$ cat src/rtl/mode_register.sv
// mode_register: WIDTH-bit hold/load/shift/rotate/inc/dec register with carry and zero flags.
// Define MODE_REGISTER_SAT_EN to saturate INC/DEC at the range limits instead of wrapping.
module mode_register #(
    parameter int                WIDTH     = 8,
    parameter logic [WIDTH-1:0]  RESET_VAL = '0
) (
    input  logic             CLK,
    input  logic             RST,
    input  logic             en,
    input  logic [2:0]       mode,
    input  logic [WIDTH-1:0] D,
    input  logic             sin_l,
    input  logic             sin_r,
    output logic [WIDTH-1:0] Q,
    output logic             sout_l,
    output logic             sout_r,
    output logic             co,
    output logic             zero
);

    typedef enum logic [2:0] {
        MODE_HOLD = 3'b000,
        MODE_LOAD = 3'b001,
        MODE_SHL  = 3'b010,
        MODE_SHR  = 3'b011,
        MODE_ROL  = 3'b100,
        MODE_ROR  = 3'b101,
        MODE_INC  = 3'b110,
        MODE_DEC  = 3'b111
    } mode_e;

    logic [WIDTH-1:0] q_q, q_d;
    logic             co_q, co_d;

    // Returns {carry, next value}; the carry is the extra bit of a WIDTH+1-bit sum.
    function automatic logic [WIDTH:0] inc_op(input logic [WIDTH-1:0] q);
        logic [WIDTH:0] sum;
        sum = {1'b0, q} + (WIDTH + 1)'(1);
`ifdef MODE_REGISTER_SAT_EN
        if (sum[WIDTH]) begin
            sum = {1'b1, {WIDTH{1'b1}}};
        end
`endif
        return sum;
    endfunction

    // Returns {borrow, next value}; borrow appears as the top bit of 0 - 1.
    function automatic logic [WIDTH:0] dec_op(input logic [WIDTH-1:0] q);
        logic [WIDTH:0] diff;
        diff = {1'b0, q} - (WIDTH + 1)'(1);
`ifdef MODE_REGISTER_SAT_EN
        if (diff[WIDTH]) begin
            diff = {1'b1, {WIDTH{1'b0}}};
        end
`endif
        return diff;
    endfunction

    always_comb begin
        q_d  = q_q;
        co_d = co_q;
        if (en) begin
            case (mode)
                MODE_HOLD: begin
                    q_d  = q_q;
                    co_d = co_q;
                end
                MODE_LOAD: begin
                    q_d  = D;
                    co_d = 1'b0;
                end
                MODE_SHL: begin
                    q_d  = {q_q[WIDTH-2:0], sin_r};
                    co_d = q_q[WIDTH-1];
                end
                MODE_SHR: begin
                    q_d  = {sin_l, q_q[WIDTH-1:1]};
                    co_d = q_q[0];
                end
                MODE_ROL: begin
                    q_d  = {q_q[WIDTH-2:0], q_q[WIDTH-1]};
                    co_d = q_q[WIDTH-1];
                end
                MODE_ROR: begin
                    q_d  = {q_q[0], q_q[WIDTH-1:1]};
                    co_d = q_q[0];
                end
                MODE_INC: {co_d, q_d} = inc_op(q_q);
                MODE_DEC: {co_d, q_d} = dec_op(q_q);
                default: begin
                    q_d  = q_q;
                    co_d = co_q;
                end
            endcase
        end
    end

    always_ff @(posedge CLK or negedge RST) begin
        if (!RST) begin
            q_q  <= RESET_VAL;
            co_q <= 1'b0;
        end else begin
            q_q  <= q_d;
            co_q <= co_d;
        end
    end

    assign Q      = q_q;
    assign co     = co_q;
    assign sout_l = q_q[WIDTH-1];
    assign sout_r = q_q[0];
    assign zero   = (q_q == '0);

endmodule

$ cat config.mk
export PLATFORM = sky130hd
export DESIGN_NAME = mode_register
export DESIGN_NICKNAME = d
export VERILOG_FILES = /design/src/rtl/mode_register.sv
export SDC_FILE = /design/constraint.sdc
export NUM_CORES = 1
export LEC_CHECK = 0
export ABC_AREA = 1
export CAP_MARGIN = 20
export CELL_PAD_IN_SITES_DETAIL_PLACEMENT = 0
export CELL_PAD_IN_SITES_GLOBAL_PLACEMENT = 2
export CORE_MARGIN = 2
export CORE_UTILIZATION = 25
export DETAILED_ROUTE_END_ITERATION = 8
export PLACE_DENSITY_LB_ADDON = 0.1
export REMOVE_ABC_BUFFERS = 1
export SETUP_SLACK_MARGIN = 0.2
export SYNTH_ARGS = -nofsm -noshare
export SYNTH_HDL_FRONTEND = slang
export SYNTH_SLANG_ARGS = --single-unit
$ cat constraint.sdc
create_clock -name CLK -period 1.6 [get_ports CLK]
set_input_delay 0.32 -clock CLK [delete_from_list [all_inputs] [get_ports CLK]]
set_output_delay 0.32 -clock CLK [all_outputs]
set_load 0.02 [all_outputs]
# Yosys cells after proc, flatten, opt, wreduce, memory -nomap -nowiden
# Index checks and enable logic that the tools add are counted.
# totals
ff_bits	9
input_bits	16
output_inout_bits	12
word_cells	19
# classes
addsub	2
eq_ne	7
mux	2
bitwise	1
reduce_logical	5
# op_table
cell	n
$pmux W8 S7	1
$eq A3 B3 Y1 const B	4
$add A8 B1 Y9 const B	1
$sub A8 B1 Y9 const B	1
$logic_not A8 Y1	1
$eq A3 B2 Y1 const B	2
$pmux W1 S5	1
$reduce_or A2 Y1	2
$eq A3 B1 Y1 const B	1
$logic_not A3 Y1	1
$reduce_and A2 Y1	1
$not A1 Y1	1

# Logic depth before layout (Yosys ltp)
# Gate-level depths: netlist of the first run.
# depth
depth_word	3
depth_mapped	10
ltp_nobuf	9

# Worst setup path before layout of the first run
# OpenSTA, ideal clock, no wires.
# synth_timing
kind	reg2out
startpoint	register q_q[0], in the netlist Q[0]
endpoint	output zero
t_arrival_ps	1440
t_required_ps	1280
path_slack_ps	-160
path_stages_with_launch	5
n_path_buf	0
path_cell_list	dfrtp_1 > inv_2 > ha_1 > nand2_1 > nor3_1
# synth_via
elab_chain_cells	1
# synth_lines
element	line	text
start, declared	32	logic [WIDTH-1:0] q_q, q_d;
start signal, assigned	103	q_q <= q_d;
$logic_not A8 Y1	112	assign zero = (q_q == '0);
end, declared	18	output logic zero
# Every way passes these cells.

# Final worst setup path of the first run
# layout_timing
startpoint	register q_q[1], in the netlist Q[1]
endpoint	output zero
# The elaborated chain is that of the path after synthesis.

==> results of run 1 <==
[worst max-delay path by stage]
stage,startpoint,endpoint,slack [ns],cells after the start
6_report,Q[1],zero,0.08,5
5_1_grt,Q[1],zero,0.03,5
4_1_cts,Q[1],zero,0.03,5
3_5_place_dp,mode[1],Q[6],-0.30,10
3_3_place_gp,Q[1],zero,-0.28,5
2_1_floorplan,Q[0],zero,-0.26,4
[state kept, by name, indices dropped and copies added (netlist names)]
register  count
Q             8
co            1
[logic make-up after synthesis]
| family | synth area share (%) |
|---|---|
| adders and majority gates | 2.10 |
| DFF | 18.9 |
| buffers and inverters | 14.7 |
| AOI/OAI and AO/OA | 9.90 |
| and+or+nand+nor | 54.3 |
[critical path, cell delays in order (launching register included)]
cell and delay, ns:
dfrtp_1 0.40, inv_2 0.10, ha_4 0.15, nand2_4 0.05
nor3_2 0.11, buf_4 0.16
[cell usage after synthesis]
cell type,instances
nand2_2,2
o211ai_1,1
nor2_2,3
nand3_1,31
nor2_4,3
a21boi_4,1
nand2_1,63
inv_2,4
dfrtp_1,9
nand3b_1,2
o22ai_1,1
buf_2,1
ha_1,2
inv_6,1
buf_4,3
o21ai_0,7
nand4_1,7
buf_6,7
inv_1,12
or2_2,1
a21oi_1,6
nor2_1,25
o21ai_1,4
nor2_8,1
nor3_1,2
[layer usage]
| metal | global-route usage (%) | share of wire (%) | wire length [µm] | up-vias |
|---|---|---|---|---|
| li1 | - | - | - | 766 |
| met1 | 23.8 | 47 | 2030 | 708 |
| met2 | 30.2 | 47 | 2040 | 50 |
| met3 | 1.66 | 4.5 | 193 | 8 |
| met4 | 4.53 | 1.6 | 70 | 0 |
| met5 | 0 | 0 | 0 | - |
[layout by cell type (no fill, tap or decap), types with 5 or more instances in the layout]
cell and count:
a21oi_1 5, buf_4 37, buf_6 5, clkbuf_2 7, clkdlybuf4s50_1 12, dfrtp_1 9, inv_1 7, inv_2 8
nand2_1 61, nand3_1 28, nand4_1 7, nor2_1 21, nor2_2 7, o21ai_1 6
[power by group through the flow]
stage	logic (W)	registers, W	clock network [W]
2_1_floorplan	0.000338	0.000418	0
3_3_place_gp	0.000913	0.000296	0
3_5_place_dp	0.000912	0.000298	0
4_1_cts	0.000954	0.000296	0.000273
5_1_grt	0.00115	0.000304	0.000280
6_report	0.00105	0.000297	0.000261
[per-stage QoR]
stage	setup slack, ns	cell area (µm²)	power, W
floorplan	-0.258	1080	0.000756
global placement	-0.281	1670	0.00121
detailed placement	-0.296	1670	0.00121
CTS	0.0315	1760	0.00152
global route	0.0347	1840	0.00174
finish	0.0781	1840	0.00161
[area by class of cell]
class | count | area share (%)
Multi-Input combinational cell | 162 | 47.4
Timing Repair Buffer | 67 | 30.4
Sequential cell | 9 | 12.2
Inverter | 17 | 3.87
Tap cell | 54 | 3.67
Clock buffer | 4 | 2.45
[timing repair]
| action | 4_1_cts | 5_1_grt |
|---|---|---|
| gates resized for setup | 45 | 38 |
| setup endpoints to repair | 21 | 18 |
| buffers inserted | 2 | 7 |
| pin swaps | 4 | 8 |
==> flow_summary.yaml, run 1 <==
status:
  run_status: "finished clean"
final_layout:
  ff_latch_area_um2: 225
  final_core_util_pct: 39.5
  drive_above_1_share_pct: 35.1
  layout.nets: 278
  antenna_cells: 0
  multi_input_area_um2: 872
  fill_cells: 513
  synthToLayoutAreaGrowth_pct: 54.9
  finalNonFillerCells: 313
placement:
  dp.cells: 300
  place.gp.congestion: 0.840
  port_buffers: 27
  place_hpwl_um: 3470
yosys:
  synth_seq_area_share_pct: 18.9
  ys_warn_count: 0
  yosysTopAreaCellShare_pct: 19.9
  syn_area_mm2: 0.00119
  ys_ff_latch: 9
  avgSynthCellArea_um2: 5.97
  syn_inst: 199
  synth_cell_type_count: 25
  synth_top_area_cell: "nand2_1"
  ys_top_cells_by_area: "nand2_1 (20%), dfrtp_1 (19%), nand3_1 (13%)"
pwr:
  ir_drop_v: 0.000516
  cellInternalPower_w: 0.000900
  leakagePower_nw: 0.901
  p_clk_share_pct: 16.3
  seqPwrFrac_pct: 18.5
  switching_share_pct: 44.0
  p_per_area_mw_per_mm2: 872
  power_frac_comb_pct: 65.3
  p_sw_w: 0.000706
sta:
  fmax_mhz: 657
  setup_viol: 0
  timing.setup.tns_ns: 0
  hold_violations: 0
  fin_crit_sh_pct: 95.1
  period_minus_slack_ns: 1.52
  rsz0062_at_grt: "yes"
  worst_slew_pin_slew_ns: 0.448
  timing.slew.headroom_pct: 70.0
  slew_violations: 0
  finClkSkew_ns: 0.00431
  whs_ns: 0.406
worst_setup_path:
  reg2reg_to: "Q[6]"
  cp_data_arrival_time_ns: 1.20
  end_kind: "output port"
  timing.critical_path.fanout_max: 3
  cp.required_ns: 1.28
  r2r_cells: 11
  worst_setup_path_start_kind: "flop"
  r2r-start: "Q[1]"
  worst-setup-path-type: "flop to output port"
  r2r_slack_ns: 0.14
clock_network:
  cts_buffers: 3
  insertion_delay_ns: 0.23
  clk_pin_slew_ns: 0.05
  cts_sinks: 9
  cts_tree: "yes"
  ctsHoldBuffers: 0
  cts-root-buf: "clkbuf_8"
  cts_htree_levels: 1
  clockBufferDepth: 2
floorplanning:
  die_area_mm2: 0.00532
  die_w_um: 73.0
  die_y_um: 73.0
  coreArea_mm2: 0.00466
  num_rows: 25
  io_pins: 28
  start_util_pct: 25.5
drt:
  drtAntennaViolNets: 0
  drt-vias-per-instance: 4.89
  wl_per_cell_um: 13.8
  dr_total_vias: 1532
  wirelength_um: 4330
  drtIter0Drc: 146
  drc: 0
  dr.pass1.iters: 4
global_route:
  grt_pass1_wl_um: 7310
  grt_max_degree: 13
  grtUsageTotal_pct: 17.7
  grt_pass1_vias: 1522
  antenna_found_initial: 0
  overflow: 0
job:
  timing.max_cap.violations: 0
hold_path:
  min_path_type: "input pin to async pin"
(Power assumes the default switching activity.)
==> inputs of run 2 (changes only) <==
--- a/config.mk
+++ b/config.mk
@@ -15,6 +15,7 @@
 export PLACE_DENSITY_LB_ADDON = 0.1
 export REMOVE_ABC_BUFFERS = 1
 export SETUP_SLACK_MARGIN = 0.2
+export SLEW_MARGIN = 20
 export SYNTH_ARGS = -nofsm -noshare
 export SYNTH_HDL_FRONTEND = slang
 export SYNTH_SLANG_ARGS = --single-unit
==> results of run 2 <==
No change in the layout: final DEF, timing and power equal those of run 1.
==> inputs of run 3 (changes only) <==
--- a/config.mk
+++ b/config.mk
@@ -9,9 +9,11 @@
 export CAP_MARGIN = 20
 export CELL_PAD_IN_SITES_DETAIL_PLACEMENT = 0
 export CELL_PAD_IN_SITES_GLOBAL_PLACEMENT = 2
+export CORE_ASPECT_RATIO = 0.6
 export CORE_MARGIN = 2
 export CORE_UTILIZATION = 25
 export DETAILED_ROUTE_END_ITERATION = 8
+export GPL_ROUTABILITY_DRIVEN = 0
 export PLACE_DENSITY_LB_ADDON = 0.1
 export REMOVE_ABC_BUFFERS = 1
 export SETUP_SLACK_MARGIN = 0.2
==> flow_summary.yaml, run 3 (synthesis results as in run 1) <==
final_layout:
  final_cell_mix: "nand2_1 (56), buf_4 (35), nand3_1 (21), nor2_1 (18), clkdlybuf4s50_1 (11)"
  largest_reg_flops: 8
  drive_above_1_share_pct: 41.5
  layout_commonest_cell: "nand2_1"
  final_core_util_pct: 43.9
  fill_cells: 505
  final_area_mm2: 0.00200
  antenna_cells: 0
  layout.nets: 284
  synthToLayoutAreaGrowth_pct: 68.6
floorplanning:
  num_rows: 19
  die_w_um: 93.0
  die_y_um: 57.4
  io_pins: 28
  start_util_pct: 26.0
  coreArea_mm2: 0.00456
  die_area_mm2: 0.00534
clock_network:
  clockBufferDepth: 2
  cts_htree_levels: 1
  clk_pin_slew_ns: 0.05
  insertion_delay_ns: 0.23
  cts_sinks: 9
  cts_tree: "yes"
  cts_buffers: 3
  cts-root-buf: "clkbuf_8"
placement:
  placed_area_mm2: 0.00166
  port_buffers: 27
  place_hpwl_um: 3590
sta:
  slew_violations: 0
  worst_slew_pin_slew_ns: 0.431
  period_minus_slack_ns: 1.54
  fmax_mhz: 650
  fin_crit_sh_pct: 96.1
  hold_violations: 0
  rsz0062_at_grt: "yes"
  whs_ns: 0.397
  timing.slew.headroom_pct: 71.2
  finClkSkew_ns: 0.00318
  setup_viol: 0
status:
  run_status: "finished clean"
pwr:
  total_power_w: 0.00173
  leakagePower_nw: 0.991
  p_per_area_mw_per_mm2: 862
  ir_drop_v: 0.000579
worst_setup_path:
  r2r-start: "Q[1]"
  path_cells: "nor2_1, nand2_4, nor3_2, buf_4"
  max_stage_delay_ns: 0.41
  reg2reg_to: "Q[2]"
  worst_setup_path_start_kind: "flop"
  cp_slowest_cell: "dfrtp_1"
  cp.required_ns: 1.28
  end_kind: "output port"
  r2r_slack_ns: 0.14
  r2r_cells: 8
  cp_data_arrival_time_ns: 1.22
  timing.critical_path.fanout_max: 3
  worst-setup-path-type: "flop to output port"
drt:
  wirelength_um: 4800
  wl_per_cell_um: 14.6
  dr_total_vias: 1566
  dr.pass1.iters: 4
  drtIter0Drc: 169
  drt-vias-per-instance: 4.77
  drtAntennaViolNets: 0
  drc: 0
hold_path:
  min_path_type: "input pin to async pin"
global_route:
  grt_max_degree: 13
  overflow: 0
  grtUsageTotal_pct: 18.0
  grt_pass1_vias: 1486
  antenna_found_initial: 0
  grt_pass1_wl_um: 7460
job:
  timing.max_cap.violations: 0
==> run 3: cell types whose count changed in the layout (fill, tap and decap cells not counted), sizes merged, moves of 2 or more <==
cell / delta
buf: +7
dlygate4sd2: +2
clkbuf: -2
clkdlybuf4s15: -2
==> run 3: where the power goes <==
part           leakage [nW]  switching [W]  internal, W
logic                 0.855       0.000641     0.000520
registers             0.113      0.0000321     0.000272
clock network        0.0228      0.0000889     0.000174
==> run 3: layout make-up <==
| class | instances | area, µm² | share of cell area (%) |
|---|---|---|---|
| Inverter | 17 | 81.3 | 4.06 |
| Tap cell | 63 | 78.8 | 3.93 |
| Clock buffer | 4 | 45.0 | 2.25 |
| Timing Repair inverter | 1 | 3.75 | 0.187 |
| Multi-Input combinational cell | 162 | 935 | 46.6 |
| Timing Repair Buffer | 72 | 636 | 31.7 |
| Sequential cell | 9 | 225 | 11.2 |
==> run 3: stage by stage <==
step | std cells | TNS (ns) | setup WS, ns
finish | 328 | 0 | 0.0619
detailed placement | 308 | -2.20 | -0.316
CTS | 319 | 0 | 0.0552
global placement | 308 | -2.09 | -0.267
global route | 328 | 0 | 0.0144
floorplan | 188 | -0.439 | -0.258
==> run 3: routing by layer <==
layer  global-route usage [%]  vias to the layer above  wire length [µm]
met2                     26.9                       43              2060
li1                         -                      779                 -
met1                     28.4                      742              2440
met3                     1.45                        2               289
met5                        0                        -                 0
met4                     3.15                        0                14
==> run 3: how the worst max path moves through the flow <==
| stage | start | endpoint | slack [ns] | depth (start not counted) |
|---|---|---|---|---|
| 6_report | Q[2] | zero | 0.06 | 4 |
| 5_1_grt | Q[2] | zero | 0.01 | 4 |
| 4_1_cts | Q[1] | zero | 0.06 | 5 |
| 3_5_place_dp | mode[0] | Q[6] | -0.32 | 10 |
| 3_3_place_gp | mode[0] | Q[6] | -0.27 | 10 |
| 2_1_floorplan | Q[0] | zero | -0.26 | 4 |
==> run 3: repair_timing <==
item / in CTS / in global routing
gates cloned: 1 / 1
pin swaps: 15 / 14
buffers inserted: 6 / 8
hold endpoints to repair: 0 / 0
gates resized for setup: 60 / 45
hold buffers: 0 / 0
setup endpoints to repair: 21 / 16
==> run 3: worst max-delay path, delay by kind of cell (launching register included) <==
family / cells / cell delay (ns)
buffers and inverters: 1 / 0.16
flip-flops: 1 / 0.41
AND/OR/NAND/NOR: 3 / 0.41
